--- config.mk ---
export PLATFORM = sky130hd
export DESIGN_NAME = mac_accumulator_flat
export DESIGN_NICKNAME = d
export VERILOG_FILES = /design/src/rtl/mac_pkg.sv /design/src/rtl/mac_accumulator_if.sv /design/src/rtl/mac_accumulator_array_multi.sv /design/src/rtl/mac_accumulator.sv /design/src/flat_wrapper.sv
export SDC_FILE = /design/constraint.sdc
export NUM_CORES = 1
export LEC_CHECK = 0
export CORE_MARGIN = 2
export CORE_UTILIZATION = 56
export DETAILED_ROUTE_END_ITERATION = 10
export PLACE_DENSITY = 0.8
export SLEW_MARGIN = 20
export SYNTH_ARGS = -nofsm -noshare
export SYNTH_HDL_FRONTEND = slang
export SYNTH_SLANG_ARGS = --single-unit
--- constraint.sdc ---
create_clock -name clk -period 3.6 [get_ports clk]
set_input_delay 0.36 -clock clk [delete_from_list [all_inputs] [get_ports clk]]
set_output_delay 0.36 -clock clk [all_outputs]
set_load 0.05 [all_outputs]
--- src/rtl/mac_pkg.sv ---
// Shared types and constants for the multiply-accumulate stage.
package mac_pkg;

    localparam int OP_W   = 4;
    localparam int PROD_W = 8;

    typedef enum logic [1:0] {
        ACC   = 2'd0,
        FLUSH = 2'd1,
        HOLD  = 2'd2
    } state_t;

endpackage

--- src/rtl/mac_accumulator_if.sv ---
// Operand-in / result-out handshake bundle for mac_accumulator.
import mac_pkg::*;

interface mac_accumulator_if #(
    parameter int ACC_W   = 12,
    parameter int COUNT_W = 8
) ();

    logic               in_valid;
    logic               in_ready;
    logic [OP_W-1:0]    in_a;
    logic [OP_W-1:0]    in_b;
    logic               in_last;
    logic               out_valid;
    logic               out_ready;
    logic [ACC_W-1:0]   out_sum;
    logic               out_ovf;
    logic [COUNT_W-1:0] out_count;

    modport master (
        output in_valid, in_a, in_b, in_last, out_ready,
        input  in_ready, out_valid, out_sum, out_ovf, out_count
    );

    modport slave (
        input  in_valid, in_a, in_b, in_last, out_ready,
        output in_ready, out_valid, out_sum, out_ovf, out_count
    );

endinterface

--- src/rtl/mac_accumulator_array_multi.sv ---
// 4x4 unsigned array multiplier: shifted AND rows summed, purely combinational.
module array_multi
    import mac_pkg::*;
(
    input  logic [OP_W-1:0]   a,
    input  logic [OP_W-1:0]   b,
    output logic [PROD_W-1:0] p
);

    always_comb begin
        p = '0;
        for (int i = 0; i < OP_W; i++) begin
            if (b[i]) begin
                p = p + (PROD_W'(a) << i);
            end
        end
    end

endmodule

--- src/rtl/mac_accumulator.sv ---
// Streaming MAC: registered product stage, accumulate stage, and result hold FSM.
module mac_accumulator
    import mac_pkg::*;
#(
    parameter int ACC_W   = 12,
    parameter int COUNT_W = 8
) (
    input  logic              clk,
    input  logic              rst,
    mac_accumulator_if.slave  bus
);

    state_t              state;
    logic                in_ready;
    logic                accept;
    logic [PROD_W-1:0]   prod;

    logic                p_valid;
    logic                p_last;
    logic [PROD_W-1:0]   p_prod;

    logic [ACC_W-1:0]    acc;
    logic                ovf;
    logic [COUNT_W-1:0]  count;

    logic [ACC_W:0]      sum_ext;
    logic [ACC_W-1:0]    acc_next;
    logic                ovf_next;
    logic [COUNT_W-1:0]  count_next;

    logic                out_valid;
    logic [ACC_W-1:0]    out_sum;
    logic                out_ovf;
    logic [COUNT_W-1:0]  out_count;

    assign in_ready = (state == ACC);
    assign accept   = bus.in_valid && in_ready;

    array_multi u_mult (
        .a (bus.in_a),
        .b (bus.in_b),
        .p (prod)
    );

    // Extra top bit of sum_ext catches the carry leaving the accumulator.
    assign sum_ext    = {1'b0, acc} + {{(ACC_W + 1 - PROD_W){1'b0}}, p_prod};
    assign acc_next   = sum_ext[ACC_W-1:0];
    assign ovf_next   = ovf | sum_ext[ACC_W];
    assign count_next = (count == {COUNT_W{1'b1}}) ? count : count + 1'b1;

    always_ff @(posedge clk) begin
        if (rst) begin
            p_valid <= 1'b0;
            p_last  <= 1'b0;
            p_prod  <= '0;
            acc     <= '0;
            ovf     <= 1'b0;
            count   <= '0;
        end else begin
            p_valid <= accept;
            p_last  <= accept && bus.in_last;
            if (accept) begin
                p_prod <= prod;
            end
            if (p_valid) begin
                if (p_last) begin
                    acc   <= '0;
                    ovf   <= 1'b0;
                    count <= '0;
                end else begin
                    acc   <= acc_next;
                    ovf   <= ovf_next;
                    count <= count_next;
                end
            end
        end
    end

    always_ff @(posedge clk) begin
        if (rst) begin
            state     <= ACC;
            out_valid <= 1'b0;
            out_sum   <= '0;
            out_ovf   <= 1'b0;
            out_count <= '0;
        end else begin
            case (state)
                ACC: begin
                    if (accept && bus.in_last) begin
                        state <= FLUSH;
                    end
                end
                FLUSH: begin
                    if (p_valid && p_last) begin
                        state     <= HOLD;
                        out_valid <= 1'b1;
                        out_sum   <= acc_next;
                        out_ovf   <= ovf_next;
                        out_count <= count_next;
                    end
                end
                HOLD: begin
                    if (bus.out_ready) begin
                        state     <= ACC;
                        out_valid <= 1'b0;
                    end
                end
                default: begin
                    state <= ACC;
                end
            endcase
        end
    end

    assign bus.in_ready  = in_ready;
    assign bus.out_valid = out_valid;
    assign bus.out_sum   = out_sum;
    assign bus.out_ovf   = out_ovf;
    assign bus.out_count = out_count;

endmodule
--- src/flat_wrapper.sv ---
// flat-port wrapper written by rule: the top's interface ports become plain ports
module mac_accumulator_flat import mac_pkg::*;
#(
    parameter int ACC_W   = 12,
    parameter int COUNT_W = 8
)
  (clk, rst, bus_in_valid, bus_in_a, bus_in_b, bus_in_last, bus_out_ready, bus_in_ready, bus_out_valid, bus_out_sum, bus_out_ovf, bus_out_count);
  mac_accumulator_if #(.ACC_W(ACC_W), .COUNT_W(COUNT_W)) bus_i ();
  input  logic clk;
  input  logic rst;
  input wire logic [$bits(bus_i.in_valid)-1:0] bus_in_valid;
  input wire logic [$bits(bus_i.in_a)-1:0] bus_in_a;
  input wire logic [$bits(bus_i.in_b)-1:0] bus_in_b;
  input wire logic [$bits(bus_i.in_last)-1:0] bus_in_last;
  input wire logic [$bits(bus_i.out_ready)-1:0] bus_out_ready;
  output wire logic [$bits(bus_i.in_ready)-1:0] bus_in_ready;
  output wire logic [$bits(bus_i.out_valid)-1:0] bus_out_valid;
  output wire logic [$bits(bus_i.out_sum)-1:0] bus_out_sum;
  output wire logic [$bits(bus_i.out_ovf)-1:0] bus_out_ovf;
  output wire logic [$bits(bus_i.out_count)-1:0] bus_out_count;
  assign bus_i.in_valid = bus_in_valid;
  assign bus_i.in_a = bus_in_a;
  assign bus_i.in_b = bus_in_b;
  assign bus_i.in_last = bus_in_last;
  assign bus_i.out_ready = bus_out_ready;
  assign bus_in_ready = bus_i.in_ready;
  assign bus_out_valid = bus_i.out_valid;
  assign bus_out_sum = bus_i.out_sum;
  assign bus_out_ovf = bus_i.out_ovf;
  assign bus_out_count = bus_i.out_count;
  mac_accumulator #(.ACC_W(ACC_W), .COUNT_W(COUNT_W)) u_core (.clk(clk), .rst(rst), .bus(bus_i));
endmodule
* Word level (Yosys, flattened, before mapping)
Cells that the tools add are included.
Operators by class: bitwise logic cells 1, $add $sub $neg 5, reduce and logical (&&, ||, !) cells 8, multiplexer cells 15, eq/ne operators 6
Operator list (number):
- two-way mux 8 bit | 5
- adder 12 x 8 -> 13 bit | 1
- two-way mux 12 bit | 1
- adder 8 x 1 -> 8 bit, second input constant | 1
- adder 8 x 5 -> 8 bit | 1
- adder 8 x 6 -> 8 bit | 1
- adder 8 x 7 -> 8 bit | 1
- == test 8 bit, second input constant | 1
- two-way mux 2 bit | 3
- case mux 2 bit (3 select lines) | 1
- AND reduction 3 bit | 2
- two-way mux 4 bit | 1
- inequality test 2 bit, second input constant | 2
- logical AND 1 bit | 3
- two-way mux 1 bit | 3
- == test 2 x 1 -> 1 bit, second input constant | 1
- == test 2 bit, second input constant | 1
- logical NOT 2 bit | 1
- inequality test 2 x 1 -> 1 bit, second input constant | 1
- case mux 1 bit (2 select lines) | 1
- AND reduction 2 bit | 1
- nonzero test 2 bit | 1
- bitwise OR 1 bit | 1
Word-level totals: register bits 55

* Longest topological paths before layout
depth after elaboration 7, mapped depth 20

* Hierarchy
Synthesis repeated with hierarchy kept, for this count alone.
Unflattened totals: cells, all modules 402, area total of the unflattened synthesis 3295.7 µm²
By module, submodules not included:
- mac_accumulator | instances 1, area each 2732.6 µm², cells an instance 333, seq. area each 1101.1 µm²
- array_multi | instances 1, area each 563.0 µm², cells an instance 69, seq. area each 0.0 µm²

* Worst setup path before layout
Ideal clock, no wire load.
path kind input to register, start point input bus_in_b[0], end point register u_core.p_prod[6], path buffers 0, stages 20, arrival time 3156 ps, setup slack 324 ps, library setup time 120 ps, required time 3480 ps, cells stage by stage and2_1 -> ha_1 -> inv_1 -> fa_1 -> nand2b_1 -> nand3_1 -> xnor2_1 -> inv_1 -> ha_1 -> a21o_1 -> a21oi_1 -> xnor2_1 -> nand2_1 -> nand2_1 -> ha_1 -> a21oi_1 -> nand2_1 -> xor2_1 -> mux2i_1 -> a21oi_1
On the way: cells in the longest elaborated chain, start to end 7
RTL lines:
- from (decl) | line flat_wrapper.sv:13 | input wire logic [$bits(bus_i.in_b)-1:0] bus_in_b;
- two-way mux 4 bit * | line mac_accumulator_array_multi.sv:13 | if (b[i]) begin
- adder 8 x 5 -> 8 bit | line mac_accumulator_array_multi.sv:14 | p = p + (PROD_W'(a) << i);
- two-way mux 8 bit * | line mac_accumulator_array_multi.sv:13
- adder 8 x 6 -> 8 bit | line mac_accumulator_array_multi.sv:14
- two-way mux 8 bit * | line mac_accumulator_array_multi.sv:13
- adder 8 x 7 -> 8 bit | line mac_accumulator_array_multi.sv:14
- two-way mux 8 bit * | line mac_accumulator_array_multi.sv:13
- to (signal assigned) | line mac_accumulator.sv:63 | p_prod <= prod;
- to (decl) | line mac_accumulator.sv:20 | logic [PROD_W-1:0] p_prod;
Every way passes the cells marked *; elsewhere a longest branch is shown, timed or not. A chain may end at the register's enable or synchronous reset.

* Worst setup path after layout
start point input bus_in_a[2], end point register u_core.p_prod[6]
On the way: cells in the longest elaborated chain, start to end 7
RTL lines:
- from (decl) | line flat_wrapper.sv:12 | input wire logic [$bits(bus_i.in_a)-1:0] bus_in_a;
- two-way mux 4 bit | line mac_accumulator_array_multi.sv:13
- adder 8 x 5 -> 8 bit | line mac_accumulator_array_multi.sv:14
- two-way mux 8 bit | line mac_accumulator_array_multi.sv:13
- adder 8 x 6 -> 8 bit | line mac_accumulator_array_multi.sv:14
- two-way mux 8 bit | line mac_accumulator_array_multi.sv:13
- adder 8 x 7 -> 8 bit | line mac_accumulator_array_multi.sv:14
- two-way mux 8 bit * | line mac_accumulator_array_multi.sv:13
Marks and branches as above.

==> metrics.md <==
| Metric | Value |
|---|---|
| Reg2Reg Setup Slack | 1480 ps |
| Ys async rst share | 0% |
| Wire per inst | 14.77 um |
| Status | finished clean |
| Post-route cell area | 3829 um^2 |
| Logic pwr share | 20.2% |
| RR Endpoint | u_core.ovf |
| Most frequent cells after synthesis | 55 x dfxtp_1, 48 x nand2_1, 33 x a21oi_1, 30 x nor2_1, 20 x ha_1 |
| Area added between synthesis and finish | 20.95% |
| IO Pins | 36 |
| GRT overflow | 0 |
| P_int | 883.5 uW |
| Fin nets | 450 |
| Largest net degree at the start of global routing | 50 |
| Hold Crit Endpoint | u_core.bus.out_count[0] |
| Synth cell types | 56 |
| Post-synth top area share | 34.78% |
| NetSw | 360.6 uW |
| Worst Path Arrival | 3640 ps |
| Remaining DRCs | 0 |
| Hold depth | 2 |
| CP bufs+invs | 2 |
| Reg2reg path depth | 7 |
| IR drop worst, VDD | 0.0001726 V |
| Startpoint Class | input pin |
| Average vias per placed instance | 5.821 |
| Layout cells sized above 1 | 13.29% |
| Drt first pass iters | 4 |
| Die height | 79.19 um |
| Fmax | 290.5 MHz |
| Cell Chain, Critical Path | clkdlybuf4s50_1, nand2_2, fa_2, nand2b_1, nand3_2, xnor2_2, inv_1, ha_1, a21o_1, a21oi_2, xnor2_1, nand2_1, nand2_2, ha_4, a21oi_2, nand2_1, xor2_1, mux2i_1, a21oi_1 |
| Final Cycle Share | 95.63% |
| Max Clock Skew | 9.226 ps |
| Drt initial violations | 126 |
| N_diodes | 0 |
| DRT antenna net count | 0 |
| Top delay family on crit path | adder cells |
| Core Rows | 27 |
| Clk_lat worst skew | 320 ps |
| Routed WL | 7178 um |
| Lkg Pwr | 0.001559 uW |
| Crit Path Max Fanout | 3 |
| Initial Util | 57.84% |
| Root Driver | clkbuf_8 |
| Leading area contributor after synthesis | dfxtp_1 |
| DR vias | 2829 |
| Hold_sp | u_core.bus.out_count[0] |
| Slew Limit Headroom | 60.50% |
| CP peak stage delay | 500 ps |
| Worst R2R Start | u_core.acc[0] |
| Die X | 79.19 um |
| Sequential fraction of the synthesis area | 34.78% |
| Crit Path Class | in -> reg |
| Slowest cell on crit path | clkdlybuf4s50_1 |
| Clock tree buffer depth | 2 |
| Critical Path RT | 3800 ps |
| Clk slew on worst S/H paths | 100 ps |
| Net Count, Synth | 409 |
| Number of enable flip-flop cells after synthesis | 0 |
| Sequential Power Share | 51.4% |
| Die area | 6270 um^2 |
| Max_cap viols | 0 |
| Total track usage | 22.81% |
| Mean post-synth cell area | 8.510 um^2 |
| Number of port buffers | 35 |
| Initial antenna violation count | 0 |
| Largest cells by area after synthesis | dfxtp_1 35%, ha_1 7.9%, nand2_1 5.7% |
| Min-Delay Path Class | reg -> reg |
| Crit end category | flop |
| Dominant synthesized flop cell | dfxtp_1 |
| Yosys reg bits | 55 |
| Hpwl dp | 4866 um |
| Gp weighted congestion | 0.8618 |
| Vias in the first global route | 2670 |
| Ys Warns | 0 |
| Post-DP Area | 3633 um^2 |
| # fillers | 452 |
| Final setup violating endpoints | 0 |
| Core ar. | 5473 um^2 |
| CTS tree | yes |
| Net Sw Frac | 28.98% |
| Min Tclk post-route | 3443 ps |
| Clock sinks | 55 |
| Synthesized area | 3166 um^2 |
| Final Hold Viols | 0 |
| Slew @ Worst Pin | 591.1 ps |
| CTS Buf Count | 5 |
| Min Hold Slack | 458.5 ps |
| P per Cell Area | 324.9 nW/um^2 |
| Mapped Cells | 372 |
| Global-route wire length before repair | 11670 um |
| Number of H-tree levels | 2 |
| Crit path launch | bus_in_a[2] |
| Most frequent cell after synthesis | dfxtp_1 |
| Core Util, Final | 69.96% |
| Clock power share | 28.4% |
| Final slew viol count | 0 |
[sequential cells by signal, indices dropped and copies added (netlist names)]
signal                flops
u_core.state              2
u_core.bus.out_valid      1
u_core.p_valid            1
u_core.p_prod             8
u_core.bus.out_ovf        1
u_core.bus.out_count      8
u_core.p_last             1
u_core.acc               12
u_core.count              8
u_core.ovf                1
u_core.bus.out_sum       12
[per-layer routing]
metal | wire length (um) | share of wire [%] | GRT usage (%) | vias up
met5 | 0 | 0 | 0 | -
met2 | 3550 | 49 | 39.92 | 49
met4 | 88 | 1.2 | 7.414 | 0
met1 | 3320 | 46 | 28.69 | 1352
met3 | 218 | 3.0 | 3.523 | 7
li1 | - | - | - | 1421
[final cells by class]
cell class | instances | area, um^2 | share of cell area [%]
Sequential cell | 55 | 1101 | 28.76
Multi-Input combinational cell | 289 | 2016 | 52.65
Clock inverter | 3 | 22.52 | 0.5882
Clock buffer | 5 | 68.82 | 1.797
Timing Repair Buffer | 54 | 500.5 | 13.07
Tap cell | 72 | 90.09 | 2.353
Inverter | 8 | 30.03 | 0.7843
[cell usage in the layout, fill, tap and decap left out, types with 3 or more instances in the layout]
cell type        count
dfxtp_1             55
nand2_1             46
clkdlybuf4s50_1     32
a21oi_1             31
nor2_1              30
buf_4               19
ha_1                14
nand3_1             13
o21ai_0             13
xnor2_1             10
a211oi_1             9
nand2b_1             8
and2_1               8
inv_1                7
a31oi_1              7
a21o_1               6
mux2i_1              6
xor2_1               6
and3_1               6
nand3b_1             5
a22oi_1              5
clkbuf_8             5
nor3_1               4
o211ai_1             4
or3_1                4
nor2b_1              3
o211ai_2             3
ha_4                 3
ha_2                 3
dlymetal6s2s_1       3
[through the flow]
stage               std cells  power (uW)  setup TNS, ps  worst slack, ps
floorplan                 372       797.1              0            324.0
global placement          476       867.4         -960.7           -298.2
detailed placement        476       876.1          -1540           -416.8
CTS                       485        1232         -5.901           -5.901
global route              486        1303         -38.45           -36.98
finish                    486        1244              0            157.3
[what timing repair did]
action,in CTS,in global routing
buffers inserted,1,1
hold buffers,0,0
pin swaps,3,3
setup endpoints to repair,4,4
resized for setup,7,13
[worst reg2reg max path: stages, from the launching register on]
cell and delay (ps):
dfxtp_1 330, ha_1 230, fa_1 450, a211oi_2 270, o211ai_2 140, and2_1 220, a41o_1 240, and3_1 160
[cell families (layout without fill, tap and decap cells)]
family                   count (synthesis)  after routing  synth area share [%]
XOR/XNOR                                17             17                 4.703
adder cells (fa/ha/maj)                 25             25                 10.75
buffers and inverters                   28             70                 4.111
multiplexers                             7              7                 2.253
AO/OA/AOI/OAI                          101            101                 21.74
AND/OR/NAND/NOR                        139            139                 21.66
flip-flops                              55             55                 34.78
[power by group through the flow]
stage               logic (uW)  registers, uW  clock network (uW)
floorplan                  149            648                   0
global placement           215            652                   0
detailed placement         223            653                   0
CTS                        231            639                 362
global route               277            641                 385
finish                     251            639                 354
[how the worst max path moves through the flow]
| stage | slack (ps) | endpoint | depth (start not counted) |
|---|---|---|---|
| 6_report | 160 | u_core.p_prod[6] | 19 |
| 5_1_grt | -40 | u_core.p_prod[6] | 19 |
| 3_5_place_dp | -420 | u_core.p_prod[6] | 21 |
| 3_3_place_gp | -300 | u_core.p_prod[6] | 21 |
| 4_1_cts | -6 | u_core.p_prod[6] | 21 |
| 2_1_floorplan | 320 | u_core.p_prod[6] | 20 |
(Power assumes the default switching activity.)
==> variant (config.mk and constraints unchanged) <==
The 3 states of `state_t` get a one-hot encoding in 3 bits.
--- a/src/rtl/mac_pkg.sv
+++ b/src/rtl/mac_pkg.sv
@@ -5,8 +5,8 @@
     localparam int PROD_W = 8;
 
-    typedef enum logic [1:0] {
-        ACC   = 2'd0,
-        FLUSH = 2'd1,
-        HOLD  = 2'd2
+    typedef enum logic [2:0] {
+        ACC   = 3'b001,
+        FLUSH = 3'b010,
+        HOLD  = 3'b100
     } state_t;
 
Function: same outputs for any inputs over 4 cycles, from zero or initial values and one cycle with rst high; so few cycles prove little.
==> variant against the original RTL <==
Synthesized area is 3.0% higher. Sequential cell count is 1 higher. Routed wire length is 4.4% higher. Non-clock buffer count is 2 higher. Maximum frequency is 0.40% higher. Worst setup slack better by 14 ps. Cell area is 2.2% higher. Die area is 2.9% higher. Total power is 4.2% higher. Hold slack hardly changed. Critical path type unchanged. Critical endpoint unchanged. Highest routed layer unchanged.
==> variant: results (changes against the original RTL) <==
clock_tree:
  clk_latency_ps: 310
  clockBufferDepth: 2  # unchanged
global_route:
  grt_max_degree: 55  # +10%
  antenna_found_initial: 0  # unchanged
  grt_first_pass_wirelength_um: 13000  # +11%
  track_usage_pct: 25.0  # +2.2 points
  grt_pass1_vias: 2913  # +9.1%
setup_path:
  cp_slowest_cell: "fa_1"
  crit_fanout: 3  # unchanged
  critPathMaxStageDelay_ps: 420  # -80 ps
  cp_data_arrival_time_ps: 3620  # -20 ps
  critical-path-top-delay-family: "adder cells"
synthesis:
  synth_top_cells_by_count: "dfxtp_1 (56), nand2_1 (53), a21oi_1 (37)"
  synth_cell_type_count: 60  # +7.1%
  synth_nets: 431  # +5.4%
  synth_area_leaders: "dfxtp_1 (34%), ha_1 (7.7%), nand2_1 (6.1%)"
  yosys_warnings: 0  # unchanged
  synth_seq_area_share_pct: 34.4  # -0.41 points
  syn_inst: 394  # +5.9%
  synth-edff-count: 0  # unchanged
detailed_routing:
  wire_per_inst_um: 14.8  # +0.12%
  num_vias: 2994  # +5.8%
  drtIter0Drc: 165  # +31%
  dr.pass1.iters: 5  # +1
  drc_errors: 0  # unchanged
pwr:
  p_leak_nw: 1.51  # -3.2%
  vdd_drop_max_mv: 0.275  # +59%
placement:
  place_ws_ps: -470  # -52.9 ps
  hpwl_um: 5500  # +13%
  dp.cells: 498  # +4.6%
  place_congestion: 0.860  # -0.26%
cells_and_area:
  mostFrequentLayoutCell: "dfxtp_1"
  layout-drive-gt1-share_pct: 12.0  # -1.3 points
  fin_cells: 507  # +4.3%
  fin_nets: 471  # +4.7%
timing:
  slew_headroom_pct: 45.9  # -15 points
  worst_clock_skew_ps: 9.63  # +0.406 ps
die:
  start_util_pct: 58.5  # +0.68 points
run_status:
  status: "finished clean"
[variant: cell types whose count changed in the layout (fill, tap and decap cells not counted), sizes merged, moves of 3 or more]
cell and change:
nand2b -4, a21oi +4, and2 -3, nand2 +5, nor3b +3, o21a +3, nor3 +7, nand3 +6
buf +3
[variant: power breakdown]
group	switching (W)	leakage [nW]	total (W)	internal [W]
sequential	0.0000125	0.453	0.000646	0.000633
combinational	0.000129	1.00	0.000243	0.000113
clock	0.000201	0.0552	0.000407	0.000207
total	0.000342	1.51	0.00130	0.000953
[variant: final timing paths]
| kind | endpoint | slack [ps] | startpoint |
|---|---|---|---|
| setup / recovery | u_core.p_prod[6]$_SDFFE_PP0P_ | 170 | bus_in_b[0] |
| hold / removal | u_core.bus.out_sum[3]$_SDFFE_PP0P_ | 460 | u_core.bus.out_sum[3]$_SDFFE_PP0P_ |
| setup reg to reg | u_core.acc[6]$_SDFFE_PP0P_ | 1370 | u_core.acc[0]$_SDFFE_PP0P_ |
| hold reg to reg | u_core.bus.out_sum[3]$_SDFFE_PP0P_ | 460 | u_core.bus.out_sum[3]$_SDFFE_PP0P_ |
[variant: worst reg2reg max path, stage by stage, from the launching register on]
cell,delay (ps)
dfxtp_1,320
ha_1,230
fa_1,430
a211oi_2,290
o21bai_1,130
a21oi_1,300
nor4_1,90
a311o_1,340
[variant: cell families (layout without fill, tap and decap cells)]
kind of cell	count (synthesis)	count (layout)	share of synthesized area, %
AND/OR/NAND/NOR	150	150	22.3
AO/OA/AOI/OAI	112	112	23.3
flip-flops	56	56	34.4
buffers and inverters	32	73	4.30
adder cells (fa/ha/maj)	25	25	10.4
XOR/XNOR	14	14	3.76
multiplexers	5	5	1.53
[variant: routing by layer]
metal	global-route usage, %	part of all wire (%)	routed length, µm
met1	31.6	43	3240
met2	42.8	50	3740
met3	3.37	4.2	313
met4	10.3	2.8	208
met5	0	0	0
[variant: metrics by stage]
step	TNS (ps)	hold WS, ps	area, µm²
floorplan	0	436	3260
global placement	-987	438	3740
detailed placement	-1820	446	3740
CTS	0	460	3860
global route	0	491	3910
finish	0	458	3910
[variant: area by class of cell]
class                   instances  area [µm²]
clock inverters                 2        35.0
well taps                      72        90.1
repair buffers                 56         503
fillers                       461        1660
flip-flops and latches         56        1120
clock buffers                   6        72.6
multi-input cells             306        2060
inverters                       9        33.8
[variant: what timing repair did]
item,CTS,global route
setup endpoints to repair,4,4
pin swaps,1,5
setup buffers,0,1
gates resized for setup,6,11
endpoints found under the hold margin,0,0
